File: config.mk
export PLATFORM = sky130hd
export DESIGN_NAME = matrix_stream_io
export DESIGN_NICKNAME = d
export VERILOG_FILES = /design/src/rtl/matrix_stream_io.sv
export SDC_FILE = /design/constraint.sdc
export NUM_CORES = 1
export LEC_CHECK = 0
export ABC_AREA = 1
export BUFFER_PORTS_ARGS = -buffer_cell sky130_fd_sc_hd__buf_4
export CORE_UTILIZATION = 25
export CTS_CLUSTER_DIAMETER = 150
export DETAILED_ROUTE_END_ITERATION = 10
export PLACE_DENSITY = 0.41
export SLEW_MARGIN = 15
export SYNTH_ARGS = -nofsm -noshare
export SYNTH_HDL_FRONTEND = slang
export SYNTH_SLANG_ARGS = --single-unit
File: constraint.sdc
create_clock -name clk -period 2.9 [get_ports clk]
set_clock_uncertainty 0.15 [all_clocks]
set_input_delay 0.145 -clock clk [delete_from_list [all_inputs] [get_ports clk]]
set_output_delay 0.145 -clock clk [all_outputs]
set_load 0.03 [all_outputs]
File: src/rtl/matrix_stream_io.sv
// matrix_stream_io
// Streaming wrapper around the combinational Strassen matrix_mul array.
// Input elements arrive over a valid/ready handshake: first all of matrix A,
// then all of matrix B, each in row-major order. They are packed into the
// operand buses. After a settle window the product is registered and then
// streamed out row-major. Only one job is in flight at a time.
//
// Ports
//   clk, rst_n          : clock and synchronous active-low reset
//   in_valid/in_ready   : input element handshake
//   in_data [31:0]      : input element (A first, then B)
//   mat_a, mat_b        : packed operands to matrix_mul ([0][0] at the MSB end)
//   mat_result          : product from matrix_mul
//   out_valid/out_ready : output element handshake
//   out_data [31:0]     : result element
//   out_last            : out_data is the final element of the result
//   busy                : job in COMPUTE or DRAIN
module matrix_stream_io #(
    parameter int WIDTH_BIT   = 1,
    parameter int WIDTH       = 2 ** WIDTH_BIT,
    parameter int COMP_CYCLES = 1
) (
    input  logic                         clk,
    input  logic                         rst_n,
    input  logic                         in_valid,
    output logic                         in_ready,
    input  logic [31:0]                  in_data,
    output logic [WIDTH*WIDTH*32-1:0]    mat_a,
    output logic [WIDTH*WIDTH*32-1:0]    mat_b,
    input  logic [WIDTH*WIDTH*32-1:0]    mat_result,
    output logic                         out_valid,
    input  logic                         out_ready,
    output logic [31:0]                  out_data,
    output logic                         out_last,
    output logic                         busy
);

    localparam int NN = WIDTH * WIDTH;
    localparam int KW = (NN > 1) ? $clog2(NN) : 1;
    localparam int CW = (COMP_CYCLES > 1) ? $clog2(COMP_CYCLES) : 1;
    localparam logic [KW-1:0] K_LAST   = KW'(NN - 1);
    localparam logic [CW-1:0] CNT_INIT = CW'(COMP_CYCLES - 1);

    typedef enum logic [1:0] {
        S_LOAD_A  = 2'd0,
        S_LOAD_B  = 2'd1,
        S_COMPUTE = 2'd2,
        S_DRAIN   = 2'd3
    } state_t;

    state_t              state_q, state_d;
    logic [KW-1:0]       k_q, k_d;
    logic [CW-1:0]       cnt_q, cnt_d;
    logic [NN*32-1:0]    a_q, b_q, r_q;
    logic                a_we_s, b_we_s, r_we_s;
    logic [31:0]         out_data_s;

    // Next-state, element index, settle counter and register write enables.
    always_comb begin
        state_d = state_q;
        k_d     = k_q;
        cnt_d   = cnt_q;
        a_we_s  = 1'b0;
        b_we_s  = 1'b0;
        r_we_s  = 1'b0;
        case (state_q)
            S_LOAD_A: begin
                if (in_valid) begin
                    a_we_s = 1'b1;
                    if (k_q == K_LAST) begin
                        k_d     = '0;
                        state_d = S_LOAD_B;
                    end else begin
                        k_d = k_q + KW'(1);
                    end
                end else begin
                    k_d = k_q;
                end
            end
            S_LOAD_B: begin
                if (in_valid) begin
                    b_we_s = 1'b1;
                    if (k_q == K_LAST) begin
                        k_d     = '0;
                        cnt_d   = CNT_INIT;
                        state_d = S_COMPUTE;
                    end else begin
                        k_d = k_q + KW'(1);
                    end
                end else begin
                    k_d = k_q;
                end
            end
            S_COMPUTE: begin
                // Operands have been stable for COMP_CYCLES cycles once the counter reads zero.
                if (cnt_q == '0) begin
                    r_we_s  = 1'b1;
                    state_d = S_DRAIN;
                end else begin
                    cnt_d = cnt_q - CW'(1);
                end
            end
            S_DRAIN: begin
                if (out_ready) begin
                    if (k_q == K_LAST) begin
                        k_d     = '0;
                        state_d = S_LOAD_A;
                    end else begin
                        k_d = k_q + KW'(1);
                    end
                end else begin
                    k_d = k_q;
                end
            end
            default: begin
                state_d = S_LOAD_A;
                k_d     = '0;
                cnt_d   = '0;
            end
        endcase
    end

    // State, counters and operand/result storage.
    always_ff @(posedge clk) begin
        if (!rst_n) begin
            state_q <= S_LOAD_A;
            k_q     <= '0;
            cnt_q   <= '0;
            a_q     <= '0;
            b_q     <= '0;
            r_q     <= '0;
        end else begin
            state_q <= state_d;
            k_q     <= k_d;
            cnt_q   <= cnt_d;
            // Element k lives at word NN-1-k so that [0][0] lands at the MSB end.
            for (int e = 0; e < NN; e++) begin
                if (a_we_s && (k_q == KW'(e))) begin
                    a_q[(NN-1-e)*32 +: 32] <= in_data;
                end
                if (b_we_s && (k_q == KW'(e))) begin
                    b_q[(NN-1-e)*32 +: 32] <= in_data;
                end
            end
            if (r_we_s) begin
                r_q <= mat_result;
            end
        end
    end

    // Result element select; one-hot OR mux over the stored product.
    always_comb begin
        out_data_s = 32'd0;
        for (int e = 0; e < NN; e++) begin
            out_data_s = out_data_s | ((k_q == KW'(e)) ? r_q[(NN-1-e)*32 +: 32] : 32'd0);
        end
    end

    // in_ready is gated with rst_n so nothing is offered while reset is held.
    assign in_ready  = rst_n & ((state_q == S_LOAD_A) | (state_q == S_LOAD_B));
    assign out_valid = (state_q == S_DRAIN);
    assign out_last  = (state_q == S_DRAIN) & (k_q == K_LAST);
    assign busy      = (state_q == S_COMPUTE) | (state_q == S_DRAIN);
    assign out_data  = out_data_s;
    assign mat_a     = a_q;
    assign mat_b     = b_q;

endmodule

==> summary by stage <==
STA
The worst slew margin relative to its limit is 54.3%. The time the worst path needs with I/O delays and setup is 2.57 ns. The count of final hold-check violations is 0. For the pin with the worst max-slew slack, the measured transition is 0.686 ns. The count of pins over their slew limit is 0. The maximum clock frequency is 389 MHz. Setup violations remaining at the end of the flow were counted as 0. The final setup TNS is 0 ns. Final hold analysis gives a worst-case slack of 0.186 ns. The final critical path takes up 88.6% of the cycle.

Setup repair after global routing left no endpoint under its margin.

Place
The number of port buffers is 455. The instance area after placement is 18800 µm². The cell count after placement is 3023. The estimated wirelength of the detail-placed design is 37000 µm.

The routability congestion estimate is 0.778.

Power
The switching portion of total power is 35.7%. The switching power is 6390 µW. Internal power comes to 11500 µW. The leakage power of the design is 0.00922 µW. The fraction of power consumed by combinational cells is 29.9%. The power density over the cells is 817 nW/µm². Registers are responsible for 38.5% of the overall power.

The maximum vdd ir drop is 0.434 mV. Per report_power, the clock group accounts for 31.6% of the total.

Min path
The worst hold path class is in -> reg.

Yosys
After synthesis, flip-flops and latches occupy 51.3% of the total area. The post-synthesis instance total is 1906. The number of warnings issued by yosys is 0. The area fraction of the dominant cell type after synthesis is 51.3%. The count of distinct cell types in the synthesized netlist is 19. The combined area of all synthesized cells is 15100 µm². The number of nets handed over by synthesis was 2080. In the post-synthesis netlist, the biggest area contributors are sky130_fd_sc_hd__dfxtp_1, sky130_fd_sc_hd__a21oi_1, sky130_fd_sc_hd__o21ai_1, sky130_fd_sc_hd__nor2_1, sky130_fd_sc_hd__inv_1.

The largest area contributor in the synthesized netlist is sky130_fd_sc_hd__dfxtp_1. After synthesis, the mean cell area works out to 7.94 µm². After synthesis the netlist holds a flip-flop and latch count of 388.

Critical path
For this run, the slowest stage of the critical path takes 0.47 ns. In this run the worst path has a maximum fanout of 32. Together, buffers and inverters on the worst path number 3.

The critical path startpoint category is a flop. Data arrives at the worst endpoint at 2.27 ns. The nature of the critical path endpoint is an output port. The most numerous cell type found on the critical path is sky130_fd_sc_hd__buf_4. The category of the most critical setup path is reg -> out. The largest individual stage delay along the critical path comes from the cell sky130_fd_sc_hd__buf_4. The critical path goes through inv_1 -> ha_2 -> buf_4 -> nand2_1 -> nand4_1 -> buf_4. The gate family responsible for the most delay along the worst path is buffers and inverters. Data on the critical path is required at its endpoint by 2.61 ns.

Routing
In this run the remaining antenna-violating nets after routing total 0. After the first detailed-routing iteration, the DRC count stood at 585. The routed layout has 14100 vias. The total wire length after detailed routing is 54500 µm. After detailed routing, the average wire length per cell comes to 16.6 µm. The first-pass iteration count of the detailed router is 5. After detailed routing, the number of remaining DRC violations is 0. The via density per instance is 4.30.

Floorplanning
The initial standard-cell utilization of the core is 25.5%. The vertical die dimension is 248 µm. The area of the core region is 59500 µm². The chip width is 248 µm. 456 I/O pins were placed. The floorplan row count is 89. The total die area is 61500 µm².

Global route
Entering global routing, the biggest net connects 130 pins. The via count of the first global-routing pass is 13300. The total global routing overflow is 0. The global routing met1 resource utilization is 22.6%. The overall global routing resource usage is 17.0%. The layer with the highest usage is met2. The met2 layer usage reported by global route is 26.9%. The number of antenna violations at the first check in global routing is 3.

The global routing met3 resource utilization is 4.50%. The first global-routing pass estimated 80400 µm of wire.

CTS
The number of buffers inserted by hold repair at cts is 164. The tree is rooted in a sky130_fd_sc_hd__clkbuf_16. The clock insertion delay at the later pin of the skew report is 0.58 ns. The clock transition at the register clock pins on the worst setup and hold paths after CTS is 0.06 ns.

The H-tree depth reported by CTS is 2. The buffer levels on the longest clock path is 3. The number of clock sinks seen by CTS is 388. The clock buffer count from CTS is 47. TritonCTS built the clock tree. The number of buffers inserted by post-CTS setup repair is 0. Gates resized during post-CTS repair numbered 0.

Layout
The total of fill cells in the finished design is 6337. Leaving out filler cells and counting taps, the final layout contains 3274. The share of cells above drive strength 1 is 22.7%. After the last flow step, the layout net total stands at 2637. The area growth from synthesis to layout is 44.7%.

The finished cells cover 21900 µm².

Run status
The flow ran to the end, and the final reports show no timing, DRC or antenna violations.

Flow run
The number of max-cap violations is 0.
[worst reg2reg max path, stage by stage (launching register included)]
cell	delay, ns
sky130_fd_sc_hd__dfxtp_1	0.43
sky130_fd_sc_hd__ha_1	0.37
sky130_fd_sc_hd__nand3_4	0.52
sky130_fd_sc_hd__o21ai_2	0.35
sky130_fd_sc_hd__dlygate4sd3_1	0.57
sky130_fd_sc_hd__a21oi_1	0.04
[through the flow]
| stage | util [%] | worst slack, ns | total power, µW |
|---|---|---|---|
| floorplan | - | 1.20 | 10200 |
| global placement | 31.6 | 0.669 | 12200 |
| detailed placement | 31.6 | 0.618 | 12200 |
| CTS | 36.8 | 0.225 | 18200 |
| global route | 36.8 | 0.149 | 18900 |
| finish | 36.8 | 0.330 | 17900 |
[kinds of logic after synthesis]
| kind of cell | Yosys count | synth area share [%] |
|---|---|---|
| compound gates | 645 | 21.4 |
| simple gates | 455 | 12.6 |
| buf+inv | 408 | 13.8 |
| flops | 388 | 51.3 |
| fa+ha+maj | 10 | 0.827 |
[cell usage after synthesis (all sizes together)]
library cell  instances
nand3                10
nor2                270
nand2               141
o21ai               388
dfxtp               388
ha                   10
buf                 109
o21a                  1
inv                 270
clkbuf               29
nand4                34
a21oi               256
[registers in the layout, indices dropped and copies added (netlist names)]
register	flops
mat_b	128
k_q	2
state_q	2
mat_a	128
r_q	128
[path summary, 6_finish.rpt]
| kind | slack, ns | start | to | cells past startpoint |
|---|---|---|---|---|
| setup reg to reg | 0.33 | k_q[0]$_SDFFE_PN0P_ | mat_b[17]$_SDFFE_PN0P_ | 5 |
| setup / recovery | 0.33 | k_q[0]$_SDFFE_PN0P_ | out_data[2] | 6 |
| hold reg to reg | 0.29 | mat_a[62]$_SDFFE_PN0P_ | mat_a[62]$_SDFFE_PN0P_ | 2 |
| hold / removal | 0.19 | mat_result[23] | r_q[23]$_SDFFE_PN0P_ | 4 |
[routing by layer]
metal  vias to the layer above  share of wire, %
li1                       7283                 -
met3                        75               7.5
met1                      6354                46
met2                       372                44
met5                         -             0.020
met4                         2               2.3
[final cells by class]
cell class,count,area [µm²],share of cell area (%)
diodes,2,5.00,0.0228
inverters,270,1020,4.64
well taps,773,967,4.42
flip-flops and latches,388,7770,35.5
clock inverters,9,66.3,0.303
repair buffers,646,5380,24.6
clock buffers,76,1410,6.41
multi-input cells,1110,5300,24.2
[cell usage in the layout (no fill, tap or decap)]
cell type and n:
sky130_fd_sc_hd__nand3_1 2, sky130_fd_sc_hd__buf_8 1, sky130_fd_sc_hd__a21oi_1 256, sky130_fd_sc_hd__o21ai_0 161, sky130_fd_sc_hd__inv_6 1, sky130_fd_sc_hd__clkbuf_16 47
sky130_fd_sc_hd__ha_1 6, sky130_fd_sc_hd__ha_4 1, sky130_fd_sc_hd__dfxtp_1 388, sky130_fd_sc_hd__clkbuf_1 17, sky130_fd_sc_hd__o21a_1 1, sky130_fd_sc_hd__ha_2 3
sky130_fd_sc_hd__inv_16 1, sky130_fd_sc_hd__o21ai_2 4, sky130_fd_sc_hd__buf_12 9, sky130_fd_sc_hd__clkinv_2 6, sky130_fd_sc_hd__clkinvlp_4 1, sky130_fd_sc_hd__buf_4 472
sky130_fd_sc_hd__nand2_1 141, sky130_fd_sc_hd__o21ai_1 223, sky130_fd_sc_hd__nand3_4 8, sky130_fd_sc_hd__nand4_1 34, sky130_fd_sc_hd__clkbuf_8 12, sky130_fd_sc_hd__inv_4 1
sky130_fd_sc_hd__diode_2 2, sky130_fd_sc_hd__dlygate4sd3_1 164, sky130_fd_sc_hd__inv_1 269, sky130_fd_sc_hd__nor2_1 270
[power groups by stage]
stage                     clock (µW)  combinational [µW]  sequential, µW
final                           5650                5350            6880
after global routing            6070                5830            7010
after CTS                       5850                5450            6880
after detailed placement           0                5240            6990
after global placement             0                5230            6960
after floorplan                    0                2350            7860
Note: power is estimated with default switching activity, not from simulation.
